### src/rtl/cstrip_pkg.sv
// cstrip_pkg: shared state encoding and character constants for comment_strip and char_class.
// Block-comment support follows the COMMENT_STRIP_BLOCK_EN macro.
package cstrip_pkg;
    typedef enum logic [2:0] {NORM, SLASH, LINE, BLOCK, BSTAR} state_t;
    localparam logic [7:0] CH_SP    = 8'h20;
    localparam logic [7:0] CH_TAB   = 8'h09;
    localparam logic [7:0] CH_LF    = 8'h0a;
    localparam logic [7:0] CH_CR    = 8'h0d;
    localparam logic [7:0] CH_SLASH = 8'h2f;
    localparam logic [7:0] CH_STAR  = 8'h2a;
`ifdef COMMENT_STRIP_BLOCK_EN
    localparam bit BLOCK_EN = 1'b1;
`else
    localparam bit BLOCK_EN = 1'b0;
`endif
endpackage

### src/rtl/char_class.sv
// char_class: combinational classifier of one ASCII byte (whitespace, slash, star, line feed).
module char_class
    import cstrip_pkg::*;
(
    input  logic [7:0] in,
    output logic       is_ws,
    output logic       is_slash,
    output logic       is_star,
    output logic       is_lf
);
    assign is_ws    = (in == CH_SP) || (in == CH_TAB) || (in == CH_LF) || (in == CH_CR);
    assign is_slash = in == CH_SLASH;
    assign is_star  = in == CH_STAR;
    assign is_lf    = in == CH_LF;
endmodule

### src/rtl/comment_strip.sv
// comment_strip: strips // and /* */ comments and collapses whitespace, one byte per cycle.
// Block comments are recognised only when COMMENT_STRIP_BLOCK_EN is defined.
module comment_strip
    import cstrip_pkg::*;
(
    input  logic       clk,
    input  logic       reset,
    input  logic       in_valid,
    input  logic [7:0] in,
    output logic       in_ready,
    output logic       out_valid,
    output logic [7:0] out
);
    state_t     state;
    logic       last_sp;
    logic       pend_valid;
    logic [7:0] pend_ch;
    logic [7:0] ch;
    logic       act;
    logic       is_ws, is_slash, is_star, is_lf;

    // The character that follows a non-comment slash is replayed from the pending buffer.
    assign ch  = pend_valid ? pend_ch : in;
    assign act = pend_valid || (in_valid && in_ready);

    char_class u_class (
        .in       (ch),
        .is_ws    (is_ws),
        .is_slash (is_slash),
        .is_star  (is_star),
        .is_lf    (is_lf)
    );

    always_ff @(posedge clk or negedge reset) begin
        if (!reset) begin
            state      <= NORM;
            last_sp    <= 1'b1;
            pend_valid <= 1'b0;
            pend_ch    <= 8'h00;
            in_ready   <= 1'b1;
            out_valid  <= 1'b0;
            out        <= 8'h00;
        end else begin
            out_valid <= 1'b0;
            if (pend_valid) begin
                pend_valid <= 1'b0;
                in_ready   <= 1'b1;
            end
            if (act) begin
                case (state)
                    NORM: begin
                        if (is_slash) begin
                            state <= SLASH;
                        end else if (is_ws) begin
                            if (!last_sp) begin
                                out       <= CH_SP;
                                out_valid <= 1'b1;
                                last_sp   <= 1'b1;
                            end
                        end else begin
                            out       <= ch;
                            out_valid <= 1'b1;
                            last_sp   <= 1'b0;
                        end
                    end
                    SLASH: begin
                        if (is_slash) begin
                            state <= LINE;
                        end else if (is_star && BLOCK_EN) begin
                            state <= BLOCK;
                        end else begin
                            out        <= CH_SLASH;
                            out_valid  <= 1'b1;
                            last_sp    <= 1'b0;
                            pend_valid <= 1'b1;
                            pend_ch    <= ch;
                            in_ready   <= 1'b0;
                            state      <= NORM;
                        end
                    end
                    LINE: begin
                        if (is_lf) begin
                            state <= NORM;
                            if (!last_sp) begin
                                out       <= CH_SP;
                                out_valid <= 1'b1;
                                last_sp   <= 1'b1;
                            end
                        end
                    end
`ifdef COMMENT_STRIP_BLOCK_EN
                    BLOCK: begin
                        if (is_star) state <= BSTAR;
                    end
                    BSTAR: begin
                        if (is_slash) begin
                            state <= NORM;
                            if (!last_sp) begin
                                out       <= CH_SP;
                                out_valid <= 1'b1;
                                last_sp   <= 1'b1;
                            end
                        end else if (!is_star) begin
                            state <= BLOCK;
                        end
                    end
`endif
                    default: state <= NORM;
                endcase
            end
        end
    end
endmodule
### config.mk
export PLATFORM = sky130hd
export DESIGN_NAME = comment_strip
export DESIGN_NICKNAME = d
export VERILOG_FILES = /design/src/rtl/cstrip_pkg.sv /design/src/rtl/char_class.sv /design/src/rtl/comment_strip.sv
export SDC_FILE = /design/constraint.sdc
export NUM_CORES = 1
export LEC_CHECK = 0
export CAP_MARGIN = 15
export CELL_PAD_IN_SITES_DETAIL_PLACEMENT = 2
export CELL_PAD_IN_SITES_GLOBAL_PLACEMENT = 2
export CORE_MARGIN = 8
export CORE_UTILIZATION = 36
export DETAILED_ROUTE_END_ITERATION = 10
export PLACE_DENSITY_LB_ADDON = 0.2
export SYNTH_ARGS = -nofsm -noshare
export SYNTH_HDL_FRONTEND = slang
export SYNTH_SLANG_ARGS = --single-unit
### constraint.sdc
create_clock -name clk -period 5.3 [get_ports clk]
set_input_delay 1.06 -clock clk [delete_from_list [all_inputs] [get_ports clk]]
set_output_delay 1.06 -clock clk [all_outputs]
set_load 0.01 [all_outputs]
### After elaboration in Yosys (flattened, before gate mapping)

Cells that the tools add are included.

* flip-flop bits (word level): 23
* latch bits: 0
* RAM bits: 0
* ROM bits: 0
* input port bits: 11
* output and inout port bits: 10
* word-level logic and storage cells: 58
* memories kept: 0

* add/subtract/negate cells: 0
* multipliers: 0
* divide/modulo/power cells: 0
* order comparisons: 0
* equal/unequal tests: 11
* shifts and indexed selects: 0
* muxes and demuxes: 29
* bitwise gates (word level): 1
* reductions and logical operators: 10

Operator list (number)
* two-way mux 8 bit: 6
* equality test 8 x 4 -> 1 bit, second input constant: 3
* case mux 8 bit (3 select lines): 1
* equality test 8 x 6 -> 1 bit, second input constant: 2
* two-way mux 1 bit: 16
* case mux 3 bit (3 select lines): 1
* inequality test 2 bit, second input constant: 4
* two-way mux 3 bit: 2
* case mux 1 bit (3 select lines): 2
* AND reduction 3 bit: 2
* AND reduction 5 bit: 1
* logical OR 1 bit: 4
* equality test 3 x 1 -> 1 bit, second input constant: 1
* equality test 3 x 2 -> 1 bit, second input constant: 1
* logical NOT 3 bit: 1
* nonzero test 3 bit: 1
* two-way mux 2 bit: 1
* logical AND 1 bit: 1
* inverter 1 bit: 1

### Longest topological paths before layout

Gate-level depths: netlist of run 1.

* word-level depth: 9
* depth in mapped cells: 8

### Modules after synthesis

A second synthesis of run 1 with hierarchy kept.

* cell total of the unflattened synthesis: 116
* area total of the unflattened synthesis: 1188.6 um^2

Modules (own cells, without submodules)
* comment_strip: times used 1, cells an instance 104, area each 1111.1 um^2, seq. area each 553.0 um^2
* char_class: times used 1, cells an instance 12, area each 77.6 um^2, seq. area each 0.0 um^2

### Least setup slack after synthesis of run 1

Ideal clock, no wire load.

* kind: input to register
* start: input in[6]
* end: register out[0]
* setup time: 0.121 ns
* data arrival time: 2.963 ns
* data required time: 5.179 ns
* slack: 2.216 ns
* cell stages on the path: 6
* buffers on the path: 0
* path through: or4_4 o22a_4 o41ai_4 nand2_2 a311o_1 o22a_1

* cells in the longest elaborated chain, start to end: 8

RTL lines
* start, declared: line comment_strip.sv:9 `input logic [7:0] in,`
* two-way mux 8 bit (*): line comment_strip.sv:23 `assign ch = pend_valid ? pend_ch : in;`
* equality test 8 x 6 -> 1 bit / equality test 8 x 4 -> 1 bit (equally long branches): line char_class.sv:11 `assign is_ws = (in == CH_SP) || (in == CH_TAB) || (in == CH_LF) || (in == CH_CR);`
* logical OR 1 bit (3 in series): line char_class.sv:11
* two-way mux 8 bit: line comment_strip.sv:54 `end else if (is_ws) begin`
* two-way mux 8 bit: line comment_strip.sv:52 `if (is_slash) begin`
* case mux 8 bit (3 select lines): line comment_strip.sv:50 `case (state)`
* end signal, assigned: line comment_strip.sv:61 `out <= ch;`
* end, declared: line comment_strip.sv:12 `output logic [7:0] out`

Every way passes the cells marked *; elsewhere a longest branch is shown, timed or not. The select of a mux whose other input is x is not followed.
A chain may end at the register's enable or synchronous reset.

### Worst setup path in the final report of run 1

* start: input in[6]
* end: register out[4]

Same word-level chain as after synthesis.

==> results.txt, run 1 <==
# DRC = 0
Die H = 78.5 µm
Critical Path End Type = register
worst hold path class = register to register
via-per-instance ratio = 5.60
pin count of the biggest net entering global routing = 23
# diodes = 0
Seq cells post-synth = 22
Max-cap violations = 0
cell leakage power = 0.709 nW
Final Hold Viols = 0
vias after detailed routing = 1159
Worst IR Drop VDD = 156 µV
DRT Pass-1 Iters = 3
status = completed
CP arrival = 3.62 ns
Placeable Area = 3720 µm²
number of global-route vias before repair = 1300
GRT Total Usage = 0.127
clk slew on worst S/H paths = 0.08 ns
# clock sinks = 22
Worst EP required = 5.43 ns
Clock Path Buffers = 2
Post-Route Utilization = 0.454
post-synth net total = 155
Critical-path top delay cell = or4_4
crit share post-route = 0.658
R2R depth = 6
Clk pwr share = 0.156
area of the multi-input gates = 798 µm²
Final Cell Area = 1690 µm²
critical-path cell list = clkdlybuf4s50_1 -> or4_4 -> o22a_4 -> o41ai_4 -> o211ai_4 -> a2111oi_0 -> o32ai_1
measured slew at the worst slew-check pin = 1.02 ns
syn_area_per_cell = 10.1 µm²
Root Buffer = clkbuf_8
Post-CTS Resized = 0
worst rel slew slack = 0.315
Net Sw Frac = 0.346
CTS Buf Count = 3
Worst-Skew Late Latency = 0.26 ns
Initial Utilization = 0.379
unrepaired setup endpoints after global routing = false
remaining antenna violation count after routing = 0
GRT Residual Overflow = 0
Final Skew = 0.00320 ns
Worst Slack Setup Final = 1.81 ns
Sequential Area = 553 µm²
share of layout cells above drive strength 1 = 0.119
critical path's largest stage delay = 0.56 ns
full die area = 6170 µm²
RD Place Congestion = 0.758
Post-synth EDFFs = 0
CTS tree = built
Fillers = 417
final period demand of the worst path = 3.49 ns
DR iter-0 viols = 32
PD cells = 395 nW/µm²
final number of setup-violating endpoints = 0
sequential area share after synthesis = 0.393
first-pass GRT wire length = 6370 µm
die width = 78.5 µm
Reg power frac = 0.429
worst hold endpoint = in_ready$_DFF_PN1_
DR WL/cell = 18.3 µm
r2r setup slk = 2.11 ns
combinational power share = 0.415
Post-Route Setup TNS = 0 ns
Post-DP Area = 1650 µm²
reg-to-reg startpoint = pend_valid$_DFF_PN0_
Post-layout nets = 176
I/O pin total = 21
hold slack = 0.504 ns
initial antenna violation count = 0
Place WS = 1.54 ns
NetSw = 0.000230 W
Worst Hold Depth = 2
Synth Instances = 140
Crit Path Class = input port to register
Detailed Route WL = 3800 µm
CP Max Fanout = 10
worst hold path startpoint = in_ready$_DFF_PN1_
postcts setup bufs = 0
Warnings, synthesis = 0
Final Max Slew Viols = 0
PortBufs = 20
P_int = 0.000435 W
Synth cell types = 44
Layout area overhead = 19.8%
ys async rst share = 1.00
DP HPWL = 2940 µm
Main synth FF type = dfrtp_1
r2r endpoint = out[3]$_DFFE_PN0P_
CP startpoint kind = input port
cell row count = 22
CTS hold repair buffers = 0
H-tree Lvls = 1
Peak Freq = 0.287 GHz
Cell Area, Synth = 1410 µm²
-- sequential cells by signal, indices dropped and copies added (netlist names) --
name and flops:
in_ready 1, pend_valid 1, out_valid 1, pend_ch 8, last_sp 1, state 2
out 8
-- synthesized netlist by cell type (2+ instances only) --
library cell / number / area [µm²]
o32ai_1: 3 / 26.3
nand3_1: 7 / 35.0
nand3b_1: 2 / 15.0
a22oi_1: 2 / 15.0
mux2_2: 8 / 90.1
nand2b_1: 2 / 12.5
o21a_1: 3 / 22.5
a2111oi_0: 3 / 26.3
nor2_1: 7 / 26.3
ha_1: 4 / 50.1
mux2i_1: 7 / 70.1
o21ai_0: 3 / 15.0
a21oi_1: 4 / 20.0
o211a_1: 2 / 20.0
nand2_1: 14 / 52.6
dfrtp_1: 20 / 500
nor2b_1: 4 / 25.0
a311oi_1: 2 / 17.5
clkbuf_1: 3 / 11.3
and3_1: 2 / 12.5
dfstp_2: 2 / 52.6
o22a_1: 3 / 26.3
inv_1: 9 / 33.8
nor3_1: 3 / 15.0
a21o_1: 2 / 15.0
-- cell families after synthesis --
family / synth area share
AO/OA/AOI/OAI: 0.236
adder cells (fa/ha/maj): 0.0356
buffers and inverters: 0.0400
flip-flops: 0.393
multiplexers: 0.114
AND/OR/NAND/NOR: 0.182
-- per-stage QoR --
step / instances / power (W)
after floorplan: 140 / 0.000439
after global placement: 204 / 0.000555
after detailed placement: 204 / 0.000570
after CTS: 207 / 0.000678
after global routing: 207 / 0.000712
final: 207 / 0.000666
-- power groups by stage --
stage / clock, W / sequential (W) / combinational (W)
after floorplan: 0 / 0.000294 / 0.000145
after global placement: 0 / 0.000284 / 0.000272
after detailed placement: 0 / 0.000290 / 0.000281
after CTS: 0.000109 / 0.000287 / 0.000282
after global routing: 0.000112 / 0.000296 / 0.000304
final: 0.000104 / 0.000285 / 0.000276
-- placed cells by master, fill, tap and decap left out, drive strengths merged, types with 3 or more instances in the layout --
cell           instances
o22a                   4
nor3                   3
o21ai                  3
nor2b                  4
mux2                   8
o21a                   3
a21oi                  4
clkbuf                 3
nor2                   7
dfrtp                 20
ha                     4
o32ai                  3
clkdlybuf4s50         20
nand2                 15
nand3                  7
a2111oi                3
mux2i                  7
inv                    9
-- worst max-delay path by stage --
| stage | startpoint | end | slack [ns] | cells past startpoint |
|---|---|---|---|---|
| 5_1_grt | in[6] | out[4]$_DFFE_PN0P_ | 1.54 | 7 |
| 4_1_cts | in[3] | out[3]$_DFFE_PN0P_ | 1.83 | 7 |
| 2_1_floorplan | in[6] | out[0]$_DFFE_PN0P_ | 2.22 | 6 |
| 3_3_place_gp | in[6] | out[4]$_DFFE_PN0P_ | 1.66 | 7 |
| 3_5_place_dp | in[3] | out[3]$_DFFE_PN0P_ | 1.54 | 7 |
| 6_report | in[6] | out[4]$_DFFE_PN0P_ | 1.81 | 7 |
-- per-layer routing --
metal  routed length, µm  global-route usage  vias up
met4                  51              0.0389        0
met2                1910               0.226       14
met1                1680               0.148      575
met5                   0                   0        -
met3                 150              0.0273        5
li1                    -                   -      565
-- area by class of cell --
class,instances,area share
Multi-Input combinational cell,105,0.473
Timing Repair Buffer,20,0.119
Clock buffer,3,0.0245
Tap cell,48,0.0356
Inverter,9,0.0200
Sequential cell,22,0.328
-- critical path, delay by kind of cell --
kind            cells  cell delay, ns
compound gates      5            1.55
simple gates        1            0.56
buf+inv             1            0.45
(Power assumes the default switching activity.)
==> run 2: changes to the inputs <==
Settings changed: CORE_UTILIZATION 36 to 30.
Clock period 5.3 ns to 3.2 ns, I/O delays scaled along.
==> run 2 against run 1 <==
  * Routed wire length increased by 13%
  * Sequential share of layout area shrank 2.3 points
  * Largest power group is now combinational logic
  * Die area increased by 16%
  * Combinational power is 76% higher
  * Non-clock buffer count grew 12
  * Worst hold slack barely moved
  * Sequential cell count unchanged
  * First-iteration DRC count is 3.1% higher
  * Utilization shrank 6.2 points
  * Global-route usage is 0.47 points lower
==> results.txt, run 2 (synthesized netlist as in run 1, its figures left out) <==
unrepaired setup endpoints after global routing = false
Worst Slack Setup Final = 0.284 ns (-1.53 ns)
measured slew at the worst slew-check pin = 0.420 ns (-0.605 ns)
Root Buffer = clkbuf_8
DR WL/cell = 19.0 µm (+3.6%)
most frequent cells in the layout = 20 x clkdlybuf4s50_1, 20 x dfrtp_1, 14 x nand2_1
via-per-instance ratio = 5.44 (-2.8%)
P_int = 0.000817 W (+88%)
final period demand of the worst path = 2.92 ns
RD Place Congestion = 0.819 (+8.0%)
share of layout cells above drive strength 1 = 0.186 (+0.0665)
# DRC = 0 (unchanged)
Worst EP required = 3.34 ns (-2.09 ns)
Final Skew = 0.00353 ns (+0.000339 ns)
PortBufs = 20 (unchanged)
cell row count = 25 (+14%)
Die H = 84.5 µm (+7.6%)
status = completed
Net Sw Frac = 0.332 (-0.0138)
first-pass GRT wire length = 6990 µm (+9.8%)
postcts setup bufs = 0 (unchanged)
critical-path cell list = clkdlybuf4s50_1 -> or4_4 -> o22a_4 -> o41ai_4 -> o211ai_4 -> a2111oi_0 -> o32ai_1
Crit Path Class = input port to register
Initial Utilization = 0.304 (-0.0747)
CTS tree = built
Sequential Area = 553 µm² (unchanged)
worst rel slew slack = 0.713 (+0.398)
Reg power frac = 0.387 (-0.042)
CTS Buf Count = 3 (unchanged)
# diodes = 0 (unchanged)
Post-Route Setup TNS = 0 ns (unchanged)
Clk pwr share = 0.217 (+0.061)
area of the multi-input gates = 798 µm² (unchanged)
vias after detailed routing = 1230 (+6.1%)
combinational power share = 0.396 (-0.019)
Regs by FF count = out: 8 flops, pend_ch: 8 flops, state: 2 flops
worst hold path class = register to register
# clock sinks = 22 (unchanged)
crit share post-route = 0.911
pin count of the biggest net entering global routing = 23 (unchanged)
DR iter-0 viols = 33 (+3.1%)
Clock Path Buffers = 2 (unchanged)
Critical Path End Type = register
H-tree Lvls = 1 (unchanged)
remaining antenna violation count after routing = 0 (unchanged)
number of global-route vias before repair = 1394 (+7.2%)
critical path's largest stage delay = 0.54 ns (-0.02 ns)
Place WS = -0.0175 ns (-1.56 ns)
r2r setup slk = 0.50 ns (-1.61 ns)
Worst-Skew Late Latency = 0.27 ns (about the same)
Post-CTS Resized = 0 (unchanged)
Max-cap violations = 0 (unchanged)
GRT Total Usage = 0.122 (-0.00473)
Layout area overhead = 28.9%
CP startpoint kind = input port
Placeable Area = 4630 µm² (+25%)
full die area = 7140 µm² (+16%)
I/O pin total = 21 (unchanged)
Post-layout nets = 188 (+6.8%)
PD cells = 675 nW/µm² (+71%)
CTS hold repair buffers = 0 (unchanged)
NetSw = 0.000407 W (+77%)
Peak Freq = 0.343 GHz
Final Max Slew Viols = 0 (unchanged)
Worst IR Drop VDD = 246 µV (+57%)
Final Hold Viols = 0 (unchanged)
clk slew on worst S/H paths = 0.09 ns (about the same)
final number of setup-violating endpoints = 0 (unchanged)
Detailed Route WL = 4290 µm (+13%)
CP Max Fanout = 7 (-3)
DP HPWL = 3500 µm (+19%)
Fillers = 520 (+25%)
initial antenna violation count = 0 (unchanged)
CP arrival = 3.05 ns (-0.57 ns)
DRT Pass-1 Iters = 4 (+1)
GRT Residual Overflow = 0 (unchanged)
Critical-path top delay cell = or4_4
cell leakage power = 0.781 nW (+10%)
die width = 84.5 µm (+7.6%)
-- run 2: changes by cell type in the layout (fill, tap and decap cells not counted) --
cell	change
buf_4	+12
bufinv_16	+1
-- run 2: per-layer routing --
layer,global-route usage,up-vias,part of all wire
met3,0.0254,7,0.030
met5,0,-,0
li1,-,585,-
met4,0.0421,0,0.019
met2,0.218,17,0.51
met1,0.141,621,0.44
-- run 2: worst paths after layout --
check	from	end	depth (start not counted)
min in group asynchronous	reset	out[0]$_DFFE_PN0P_	2
worst max-delay path	in[6]	out[7]$_DFFE_PN0P_	7
worst max register to register	pend_valid$_DFF_PN0_	out[0]$_DFFE_PN0P_	7
worst min-delay path	in_ready$_DFF_PN1_	in_ready$_DFF_PN1_	2
worst min register to register	in_ready$_DFF_PN1_	in_ready$_DFF_PN1_	2
max in group asynchronous	reset	in_ready$_DFF_PN1_	2
-- run 2: layout make-up --
class                      instances  area share
multi-input combinational        105       0.440
sequential                        22       0.305
timing repair buffer              32       0.160
tap                               54      0.0372
clock buffer                       3      0.0228
inverter                           9      0.0186
clock inverter                     1      0.0166
-- run 2: through the flow --
step                      power, W  cells   util  hold WS [ns]  instance area, µm²
final                      0.00122    226  0.392         0.504                1810
after global routing       0.00131    226  0.392         0.541                1810
after CTS                  0.00125    226  0.392         0.509                1810
after detailed placement  0.000973    222  0.376         0.497                1740
after global placement    0.000945    222  0.376         0.478                1740
after floorplan           0.000727    140      -         0.344                1410
-- run 2: power by group through the flow --
| stage | sequential [W] | combinational, W | clock [W] |
|---|---|---|---|
| 2_1_floorplan | 0.000487 | 0.000240 | 0 |
| 3_3_place_gp | 0.000471 | 0.000474 | 0 |
| 3_5_place_dp | 0.000483 | 0.000490 | 0 |
| 4_1_cts | 0.000477 | 0.000494 | 0.000276 |
| 5_1_grt | 0.000489 | 0.000531 | 0.000286 |
| 6_report | 0.000474 | 0.000485 | 0.000265 |
-- run 2: worst max-delay path: cells and delay by family --
kind | cells | cell delay, ns
buffers and inverters | 1 | 0.45
AO/OA/AOI/OAI | 5 | 1.42
AND/OR/NAND/NOR | 1 | 0.54
